File: config.mk
export PLATFORM = sky130hd
export DESIGN_NAME = mem_port_arbiter_flat
export DESIGN_NICKNAME = d
export VERILOG_FILES = /design/src/rtl/mem_port_arbiter_if.sv /design/src/rtl/mem_port_arbiter.sv /design/src/flat_wrapper.sv
export SDC_FILE = /design/constraint.sdc
export NUM_CORES = 1
export LEC_CHECK = 0
export CAP_MARGIN = 10
export CORE_MARGIN = 8
export CORE_UTILIZATION = 46
export CTS_BUF_LIST = sky130_fd_sc_hd__clkbuf_4
export DETAILED_ROUTE_END_ITERATION = 16
export PLACE_DENSITY = 0.87
export SLEW_MARGIN = 10
export SYNTH_ARGS = -nofsm -noshare
export SYNTH_HDL_FRONTEND = slang
export SYNTH_SLANG_ARGS = --single-unit
File: constraint.sdc
create_clock -name clk -period 4.4 [get_ports clk]
set_clock_uncertainty 0.05 [all_clocks]
set_input_delay 1.1 -clock clk [delete_from_list [all_inputs] [get_ports clk]]
set_output_delay 1.1 -clock clk [all_outputs]
set_load 0.05 [all_outputs]
File: src/rtl/mem_port_arbiter_if.sv
// Bundle of the fetch, load/store and memory-command signals around mem_port_arbiter.
// slave = arbiter view; master = pipeline/memory environment view.
interface mem_port_arbiter_if #(
  parameter int unsigned DATA_WIDTH = 32
);
  logic                  if_req;
  logic [DATA_WIDTH-1:0] if_addr;
  logic                  if_cancel;
  logic                  if_done;
  logic [DATA_WIDTH-1:0] if_rdata;
  logic                  if_stall;

  logic                  dm_req;
  logic                  dm_we;
  logic [DATA_WIDTH-1:0] dm_addr;
  logic [DATA_WIDTH-1:0] dm_wdata;
  logic [1:0]            dm_mask;
  logic                  dm_sext;
  logic                  dm_done;
  logic [DATA_WIDTH-1:0] dm_rdata;
  logic                  dm_stall;

  logic                  mem_req;
  logic                  mem_we;
  logic [DATA_WIDTH-1:0] mem_addr;
  logic [DATA_WIDTH-1:0] mem_wdata;
  logic [1:0]            mem_mask;
  logic                  mem_sext;
  logic                  mem_ready;
  logic                  mem_rvalid;
  logic [DATA_WIDTH-1:0] mem_rdata;

  logic [31:0]           conflict_cnt;

  modport slave (
    input  if_req, if_addr, if_cancel,
    input  dm_req, dm_we, dm_addr, dm_wdata, dm_mask, dm_sext,
    input  mem_ready, mem_rvalid, mem_rdata,
    output if_done, if_rdata, if_stall,
    output dm_done, dm_rdata, dm_stall,
    output mem_req, mem_we, mem_addr, mem_wdata, mem_mask, mem_sext,
    output conflict_cnt
  );

  modport master (
    output if_req, if_addr, if_cancel,
    output dm_req, dm_we, dm_addr, dm_wdata, dm_mask, dm_sext,
    output mem_ready, mem_rvalid, mem_rdata,
    input  if_done, if_rdata, if_stall,
    input  dm_done, dm_rdata, dm_stall,
    input  mem_req, mem_we, mem_addr, mem_wdata, mem_mask, mem_sext,
    input  conflict_cnt
  );
endinterface

File: src/rtl/mem_port_arbiter.sv
// Arbitrates one single-ported variable-latency memory between instruction fetch and load/store.
// One transaction in flight; D has priority, I is forced after MAX_D_BURST consecutive D grants.
module mem_port_arbiter #(
  parameter int unsigned DATA_WIDTH  = 32,
  parameter int unsigned MAX_D_BURST = 4
) (
  input  logic                clk,
  input  logic                rst,
  mem_port_arbiter_if.slave   bus
);

  localparam int unsigned BW = $clog2(MAX_D_BURST + 1);

  typedef enum logic [1:0] {S_IDLE, S_ISSUE, S_WAIT, S_RESP} state_e;
  typedef enum logic {OWN_D, OWN_I} owner_e;

  state_e                state_q, state_d;
  owner_e                owner_q, owner_d;
  logic [BW-1:0]         burst_q, burst_d;
  logic                  kill_q, kill_d;
  logic                  mem_req_q, mem_req_d;
  logic                  mem_we_q, mem_we_d;
  logic [DATA_WIDTH-1:0] mem_addr_q, mem_addr_d;
  logic [DATA_WIDTH-1:0] mem_wdata_q, mem_wdata_d;
  logic [1:0]            mem_mask_q, mem_mask_d;
  logic                  mem_sext_q, mem_sext_d;
  logic                  if_done_q, if_done_d;
  logic [DATA_WIDTH-1:0] if_rdata_q, if_rdata_d;
  logic                  dm_done_q, dm_done_d;
  logic [DATA_WIDTH-1:0] dm_rdata_q, dm_rdata_d;
  logic [31:0]           conflict_q, conflict_d;

  logic i_elig, burst_full, grant_i, grant_d;

  always_comb begin
    state_d     = state_q;
    owner_d     = owner_q;
    burst_d     = burst_q;
    kill_d      = kill_q;
    mem_req_d   = mem_req_q;
    mem_we_d    = mem_we_q;
    mem_addr_d  = mem_addr_q;
    mem_wdata_d = mem_wdata_q;
    mem_mask_d  = mem_mask_q;
    mem_sext_d  = mem_sext_q;
    if_done_d   = 1'b0;
    if_rdata_d  = if_rdata_q;
    dm_done_d   = 1'b0;
    dm_rdata_d  = dm_rdata_q;
    conflict_d  = conflict_q;

    i_elig     = bus.if_req & ~bus.if_cancel;
    burst_full = (burst_q == BW'(MAX_D_BURST));
    grant_i    = 1'b0;
    grant_d    = 1'b0;

    if (owner_q == OWN_I && state_q != S_IDLE && bus.if_cancel) begin
      kill_d = 1'b1;
    end

    unique case (state_q)
      S_IDLE: begin
        if (bus.if_req && bus.dm_req) begin
          conflict_d = conflict_q + 32'd1;
        end
        if (i_elig && (!bus.dm_req || burst_full)) begin
          grant_i = 1'b1;
        end else if (bus.dm_req) begin
          grant_d = 1'b1;
        end

        if (grant_i) begin
          state_d     = S_ISSUE;
          owner_d     = OWN_I;
          burst_d     = '0;
          mem_req_d   = 1'b1;
          mem_we_d    = 1'b0;
          mem_addr_d  = bus.if_addr;
          mem_wdata_d = '0;
          mem_mask_d  = 2'b10;
          mem_sext_d  = 1'b0;
        end else if (grant_d) begin
          state_d     = S_ISSUE;
          owner_d     = OWN_D;
          mem_req_d   = 1'b1;
          mem_we_d    = bus.dm_we;
          mem_addr_d  = bus.dm_addr;
          mem_wdata_d = bus.dm_wdata;
          mem_mask_d  = bus.dm_mask;
          mem_sext_d  = bus.dm_sext;
          // Streak only grows while a fetch is actually waiting; saturates at the limit.
          if (!bus.if_req) begin
            burst_d = '0;
          end else if (!burst_full) begin
            burst_d = burst_q + BW'(1);
          end
        end
      end

      S_ISSUE: begin
        if (bus.mem_ready) begin
          mem_req_d = 1'b0;
          state_d   = S_WAIT;
        end
      end

      S_WAIT: begin
        if (bus.mem_rvalid) begin
          state_d = S_RESP;
          if (owner_q == OWN_I) begin
            if_rdata_d = bus.mem_rdata;
            // A cancel arriving together with the response must also suppress the pulse.
            if_done_d  = ~kill_q & ~bus.if_cancel;
          end else begin
            dm_rdata_d = bus.mem_rdata;
            dm_done_d  = 1'b1;
          end
        end
      end

      S_RESP: begin
        state_d = S_IDLE;
        kill_d  = 1'b0;
      end

      default: begin
        state_d = S_IDLE;
      end
    endcase
  end

  always_ff @(posedge clk) begin
    if (rst) begin
      state_q     <= S_IDLE;
      owner_q     <= OWN_D;
      burst_q     <= '0;
      kill_q      <= 1'b0;
      mem_req_q   <= 1'b0;
      mem_we_q    <= 1'b0;
      mem_addr_q  <= '0;
      mem_wdata_q <= '0;
      mem_mask_q  <= '0;
      mem_sext_q  <= 1'b0;
      if_done_q   <= 1'b0;
      if_rdata_q  <= '0;
      dm_done_q   <= 1'b0;
      dm_rdata_q  <= '0;
      conflict_q  <= '0;
    end else begin
      state_q     <= state_d;
      owner_q     <= owner_d;
      burst_q     <= burst_d;
      kill_q      <= kill_d;
      mem_req_q   <= mem_req_d;
      mem_we_q    <= mem_we_d;
      mem_addr_q  <= mem_addr_d;
      mem_wdata_q <= mem_wdata_d;
      mem_mask_q  <= mem_mask_d;
      mem_sext_q  <= mem_sext_d;
      if_done_q   <= if_done_d;
      if_rdata_q  <= if_rdata_d;
      dm_done_q   <= dm_done_d;
      dm_rdata_q  <= dm_rdata_d;
      conflict_q  <= conflict_d;
    end
  end

  assign bus.mem_req      = mem_req_q;
  assign bus.mem_we       = mem_we_q;
  assign bus.mem_addr     = mem_addr_q;
  assign bus.mem_wdata    = mem_wdata_q;
  assign bus.mem_mask     = mem_mask_q;
  assign bus.mem_sext     = mem_sext_q;
  assign bus.if_done      = if_done_q;
  assign bus.if_rdata     = if_rdata_q;
  assign bus.dm_done      = dm_done_q;
  assign bus.dm_rdata     = dm_rdata_q;
  assign bus.conflict_cnt = conflict_q;
  assign bus.if_stall     = bus.if_req & ~if_done_q;
  assign bus.dm_stall     = bus.dm_req & ~dm_done_q;

endmodule

File: src/flat_wrapper.sv
// flat-port wrapper written by rule: the top's interface ports become plain ports
module mem_port_arbiter_flat 
#(
  parameter int unsigned DATA_WIDTH  = 32,
  parameter int unsigned MAX_D_BURST = 4
)
  (clk, rst, bus_if_req, bus_if_addr, bus_if_cancel, bus_dm_req, bus_dm_we, bus_dm_addr, bus_dm_wdata, bus_dm_mask, bus_dm_sext, bus_mem_ready, bus_mem_rvalid, bus_mem_rdata, bus_if_done, bus_if_rdata, bus_if_stall, bus_dm_done, bus_dm_rdata, bus_dm_stall, bus_mem_req, bus_mem_we, bus_mem_addr, bus_mem_wdata, bus_mem_mask, bus_mem_sext, bus_conflict_cnt);
  mem_port_arbiter_if #(.DATA_WIDTH(DATA_WIDTH)) bus_i ();
  input  logic clk;
  input  logic rst;
  input wire logic [$bits(bus_i.if_req)-1:0] bus_if_req;
  input wire logic [$bits(bus_i.if_addr)-1:0] bus_if_addr;
  input wire logic [$bits(bus_i.if_cancel)-1:0] bus_if_cancel;
  input wire logic [$bits(bus_i.dm_req)-1:0] bus_dm_req;
  input wire logic [$bits(bus_i.dm_we)-1:0] bus_dm_we;
  input wire logic [$bits(bus_i.dm_addr)-1:0] bus_dm_addr;
  input wire logic [$bits(bus_i.dm_wdata)-1:0] bus_dm_wdata;
  input wire logic [$bits(bus_i.dm_mask)-1:0] bus_dm_mask;
  input wire logic [$bits(bus_i.dm_sext)-1:0] bus_dm_sext;
  input wire logic [$bits(bus_i.mem_ready)-1:0] bus_mem_ready;
  input wire logic [$bits(bus_i.mem_rvalid)-1:0] bus_mem_rvalid;
  input wire logic [$bits(bus_i.mem_rdata)-1:0] bus_mem_rdata;
  output wire logic [$bits(bus_i.if_done)-1:0] bus_if_done;
  output wire logic [$bits(bus_i.if_rdata)-1:0] bus_if_rdata;
  output wire logic [$bits(bus_i.if_stall)-1:0] bus_if_stall;
  output wire logic [$bits(bus_i.dm_done)-1:0] bus_dm_done;
  output wire logic [$bits(bus_i.dm_rdata)-1:0] bus_dm_rdata;
  output wire logic [$bits(bus_i.dm_stall)-1:0] bus_dm_stall;
  output wire logic [$bits(bus_i.mem_req)-1:0] bus_mem_req;
  output wire logic [$bits(bus_i.mem_we)-1:0] bus_mem_we;
  output wire logic [$bits(bus_i.mem_addr)-1:0] bus_mem_addr;
  output wire logic [$bits(bus_i.mem_wdata)-1:0] bus_mem_wdata;
  output wire logic [$bits(bus_i.mem_mask)-1:0] bus_mem_mask;
  output wire logic [$bits(bus_i.mem_sext)-1:0] bus_mem_sext;
  output wire logic [$bits(bus_i.conflict_cnt)-1:0] bus_conflict_cnt;
  assign bus_i.if_req = bus_if_req;
  assign bus_i.if_addr = bus_if_addr;
  assign bus_i.if_cancel = bus_if_cancel;
  assign bus_i.dm_req = bus_dm_req;
  assign bus_i.dm_we = bus_dm_we;
  assign bus_i.dm_addr = bus_dm_addr;
  assign bus_i.dm_wdata = bus_dm_wdata;
  assign bus_i.dm_mask = bus_dm_mask;
  assign bus_i.dm_sext = bus_dm_sext;
  assign bus_i.mem_ready = bus_mem_ready;
  assign bus_i.mem_rvalid = bus_mem_rvalid;
  assign bus_i.mem_rdata = bus_mem_rdata;
  assign bus_if_done = bus_i.if_done;
  assign bus_if_rdata = bus_i.if_rdata;
  assign bus_if_stall = bus_i.if_stall;
  assign bus_dm_done = bus_i.dm_done;
  assign bus_dm_rdata = bus_i.dm_rdata;
  assign bus_dm_stall = bus_i.dm_stall;
  assign bus_mem_req = bus_i.mem_req;
  assign bus_mem_we = bus_i.mem_we;
  assign bus_mem_addr = bus_i.mem_addr;
  assign bus_mem_wdata = bus_i.mem_wdata;
  assign bus_mem_mask = bus_i.mem_mask;
  assign bus_mem_sext = bus_i.mem_sext;
  assign bus_conflict_cnt = bus_i.conflict_cnt;
  mem_port_arbiter #(.DATA_WIDTH(DATA_WIDTH), .MAX_D_BURST(MAX_D_BURST)) u_core (.clk(clk), .rst(rst), .bus(bus_i));
endmodule
* After elaboration in Yosys (flattened, before gate mapping)
Cells that the tools add are included.
Word-level totals: flip-flop bits (word level) 174, latch bits 0, memory bits (writable) 0, bits in read-only memories 0, output and inout port bits 169, memories kept 0
Operators by class: $add $sub $neg 2, multiply operators 0, div/mod/pow operators 0, order comparisons 0, equality and inequality tests 8, shift-type cells 0, mux-type cells 31, bitwise logic cells 11, reductions and logical operators 20
Operator list (count):
- $mux W32 | 4
- $add A32 B1 Y32 const B | 1
- $mux W1 | 15
- $reduce_and A3 Y1 | 5
- $mux W2 | 6
- $mux W3 | 4
- $pmux W2 S4 | 1
- $not A1 Y1 | 7
- $reduce_bool A2 Y1 | 3
- $and A1 B1 Y1 | 4
- $eq A2 B2 Y1 const B | 2
- $logic_and A1 B1 Y1 | 4
- $ne A2 B2 Y1 const B | 2
- $reduce_and A2 Y1 | 2
- $reduce_or A4 Y1 | 1
- $add A3 B1 Y3 const B | 1
- $eq A3 B3 Y1 const B | 1
- $ne A3 B1 Y1 const B | 1
- $ne A3 B3 Y1 const B | 1
- $reduce_or A3 Y1 | 1
- $eq A2 B1 Y1 const B | 1
- $logic_not A2 Y1 | 1
- $pmux W1 S2 | 1
- $reduce_or A2 Y1 | 1
- other kinds (2) | 2

* Logic depth before layout (Yosys ltp)
word-level depth 8, gate-level depth with buffers 10, mapped depth without buffers 6

* Least setup slack after synthesis
Ideal clock, no wire load.
kind input to output, start point input port bus_dm_req, end point output port bus_dm_stall, data arrival time 1.983 ns, data required time 3.250 ns, slack 1.267 ns, stages 3, cells stage by stage buf_4 inv_1 nor2_1
On the way: cells in the longest elaborated chain, start to end 1
RTL lines:
- from (decl) | line flat_wrapper.sv:14 | input wire logic [$bits(bus_i.dm_req)-1:0] bus_dm_req;
- $and A1 B1 Y1 | line mem_port_arbiter.sv:180 | assign bus.dm_stall = bus.dm_req & ~dm_done_q;
- to (decl) | line flat_wrapper.sv:28 | output wire logic [$bits(bus_i.dm_stall)-1:0] bus_dm_stall;
Every way passes these cells.

* Final worst setup path
start point input port bus_if_req, end point output port bus_if_stall
On the way: cells in the longest elaborated chain, start to end 1
RTL lines:
- from (decl) | line flat_wrapper.sv:11 | input wire logic [$bits(bus_i.if_req)-1:0] bus_if_req;
- $and A1 B1 Y1 | line mem_port_arbiter.sv:179 | assign bus.if_stall = bus.if_req & ~if_done_q;
- to (decl) | line flat_wrapper.sv:25 | output wire logic [$bits(bus_i.if_stall)-1:0] bus_if_stall;
Every way passes these cells.

==> impl_results.md <==
* Status: complete, no violations
* Critical Path Stages at 3
* Final Cell Area at 10300 um^2
* Fin Setup TNS at 0 ps
* Actual slew at the worst max-slew pin at 767 ps
* Die Wd at 138 um
* Slew margin rel. at 48.9%
* Via density per instance at 5.25
* Fraction of power consumed by sequential logic at 42.1%
* CP cell instances: clkdlybuf4s50_1 -> nor2b_1 -> clkdlybuf4s50_1
* Vias in the first global route at 6404
* Post-CTS Setup Repair Bufs at 0
* Finish-stage setup viols at 0
* Max cap viols at 0
* Num ports at 308
* Largest net degree at the start of global routing at 75
* WS Path Type: input port to primary output
* Period Utilization, post-route at 83.4%
* Post-synthesis sequential area ratio at 50.6%
* Clock network power share at 18.8%
* Startpoint Class: input port
* Avg Inst Size Synth at 8.67 um^2
* Input/output buffers at 307
* Slew Limit Fails at 0
* Syn nets at 942
* Final core utilization at 70.8%
* Worst min path class: register to register
* CTS H-tree depth at 4
* Worst-path maximum fanout at 2
* FF+latch area at 3480 um^2
* Synthesized cell area at 6890 um^2
* Multi-input logic area at 3150 um^2
* F_max at 273 MHz
* Layout cells sized above 1 at 5.35%
* TritonCTS Buffers at 17
* DRT Pass-1 Iters at 5
* # fillers at 1144
* Synth unique cells at 44
* Final HPWL DP at 16.2 mm
* Switch Pwr at 1.78 mW
* Routed Antenna Nets at 0
* Worst path arrival time at 2520 ps
* Final Non-Filler Cells at 1270
* DRC at 0
* Ys async rst share at 0%
* Clock Latency Late Sink at 540 ps
* Family with the most delay on the worst path: buffers and inverters
* Die area at 19200 um^2
* CTS tree: done
* Net Sw Frac at 40.3%
* P_leak at 3.52 nW
* Total power at 4.41 mW
* Dpl cell area at 10100 um^2
* Remaining Overflow, GRT at 0
* Placement Rows at 44
* Placed cell count at 1237
* CTS max path bufs at 2
* CP Capture Type: primary output
* Critical Path Max Stage Delay at 810 ps
* Area delta synth->final at 49.8%
* Final Hold Viols at 0
* CTS root buf: clkbuf_4
* Placer congestion estimate at 0.798
* Worst hold slack at 393 ps
* Synth Register Bits at 174
* CP bufs+invs at 2
* EDFF count, synth at 0
* Final min period at 3670 ps
* Ys flop type: dfxtp_1
* Core area at 14600 um^2
* Clk sinks at 174
* Post_cts resized at 0
* Power Density at 427 nW/um^2
* Peak supply drop at 0.285 mV
* Post-place setup slack at 735 ps
* CTS clk-pin slew, worst paths at 150 ps
* Detailed Route Iter0 Violations at 356
* Initial antenna violation count at 1
* Syn. warnings at 0
* Req. time, crit path at 3250 ps
* Post-Syn Instances at 795
* Worst setup margin at 731 ps
* R2r worst-path depth at 6
* GRT Overall Usage at 21.3%
* Hold Buf Count CTS at 0
* Hold depth at 1
* WL final at 21.5 mm
* Chip height at 138 um
* Int Pwr at 2.63 mW
* Comb pwr share at 39.2%
* Nets at 1219
* First-pass GRT wire length at 33.8 mm
* Initial Util at 47.2%
* Critical path's slowest cell: clkdlybuf4s50_1
* Most used cell, CP: clkdlybuf4s50_1
* RSZ-0062 raised after global routing: no
* Vias at 6670
* Routed len/inst at 16.9 um
## logic make-up after synthesis
logic type                 Yosys count  synth area share, %
buffers and inverters               71                 4.25
and+or+nand+nor                    311                 20.7
adders and majority gates            8                 1.45
DFF                                174                 50.6
muxes                               34                 4.96
AOI/OAI and AO/OA                  188                 17.0
xor gates and xnor gates             9                 1.14
## cells in the mapped netlist, types with 2 or more instances
| cell | instances | area share, % |
|---|---|---|
| dfxtp_1 | 174 | 51 |
| ha_1 | 8 | 1.5 |
| nand4_4 | 2 | 0.62 |
| nor2_1 | 87 | 4.7 |
| o31ai_1 | 14 | 1.5 |
| nand2_1 | 147 | 8.0 |
| nand2b_1 | 3 | 0.27 |
| or3_2 | 3 | 0.33 |
| xnor2_1 | 5 | 0.64 |
| mux2i_1 | 33 | 4.8 |
| and3_1 | 3 | 0.27 |
| a22oi_1 | 35 | 3.8 |
| nor4_1 | 5 | 0.45 |
| or4b_2 | 2 | 0.29 |
| nor3_1 | 5 | 0.36 |
| nand4_1 | 8 | 0.73 |
| buf_1 | 2 | 0.11 |
| and4_1 | 5 | 0.64 |
| or3_1 | 6 | 0.54 |
| inv_1 | 11 | 0.60 |
| o21ai_0 | 8 | 0.58 |
| xor2_1 | 4 | 0.51 |
| clkbuf_1 | 48 | 2.6 |
| a31oi_1 | 2 | 0.18 |
| or4_1 | 12 | 1.3 |
| buf_4 | 3 | 0.33 |
| nand3_1 | 12 | 0.87 |
| a21oi_1 | 91 | 6.6 |
| nor2b_1 | 5 | 0.45 |
| buf_2 | 6 | 0.44 |
| a211oi_1 | 33 | 3.6 |
## area by class of cell
class                   instances  area share (%)
multi-input cells             550            30.6
repair buffers                318            30.6
clock buffers                  17            1.24
diodes                          1          0.0242
well taps                     184            2.23
flip-flops and latches        174            33.7
clock inverters                15            1.18
inverters                      11           0.400
## placed cells by master (no fill, tap or decap), drive strengths merged, types with 2 or more instances in the layout
master / netlist / routed
nand3: 12 / 12
o21ai: 9 / 9
ha: 8 / 8
a311oi: 2 / 2
nand2: 147 / 147
nor2b: 5 / 5
nor3: 5 / 5
clkinvlp: 0 / 3
xnor2: 5 / 5
a211oi: 33 / 33
clkdlybuf4s50: 0 / 305
mux2i: 33 / 33
buf: 12 / 13
or3: 9 / 9
a21oi: 91 / 91
o31ai: 14 / 14
or4b: 2 / 2
nand4: 10 / 10
nor2: 87 / 87
inv: 11 / 14
a31oi: 2 / 2
nand2b: 3 / 3
a22oi: 35 / 35
and4: 6 / 6
xor2: 4 / 4
clkinv: 0 / 8
nor4: 5 / 5
clkbuf: 48 / 17
and3: 3 / 3
dfxtp: 174 / 174
or4: 13 / 13
## final timing paths
kind / from / to / slack [ps]
setup / recovery: bus_if_req / bus_if_stall / 730
hold / removal: u_core.kill_q / u_core.bus.if_done / 390
setup reg to reg: u_core.state_q[0] / u_core.bus.conflict_cnt[30] / 1860
hold reg to reg: u_core.kill_q / u_core.bus.if_done / 390
## registers in the layout (all words and copies together), names as in the netlist, 2 cells and up
name and flops:
u_core.state_q 2, u_core.bus.mem_addr 32, u_core.bus.mem_wdata 32, u_core.burst_q 3, u_core.bus.dm_rdata 32, u_core.bus.mem_mask 2, u_core.bus.if_rdata 32, u_core.bus.conflict_cnt 32
## worst register-to-register path, cell delays in order, from the launching register on
cell,delay [ps]
dfxtp_1,370
inv_1,110
ha_1,400
nand4_4,220
or4_4,650
or4_1,540
a21oi_1,150
## power by group through the flow
stage / logic (mW) / clock network, mW / registers, mW
global placement: 1.71 / 0 / 1.88
global route: 1.84 / 0.915 / 1.88
floorplan: 0.522 / 0 / 2.47
finish: 1.73 / 0.827 / 1.86
CTS: 1.74 / 0.857 / 1.86
detailed placement: 1.73 / 0 / 1.89
## per-layer routing
layer,track usage [%],vias to the layer above,share of wire (%)
li1,-,3333,-
met1,23.6,3056,39
met2,36.0,258,49
met3,9.21,23,10
met4,7.15,0,1.8
met5,0,-,0
(Power assumes the default switching activity.)
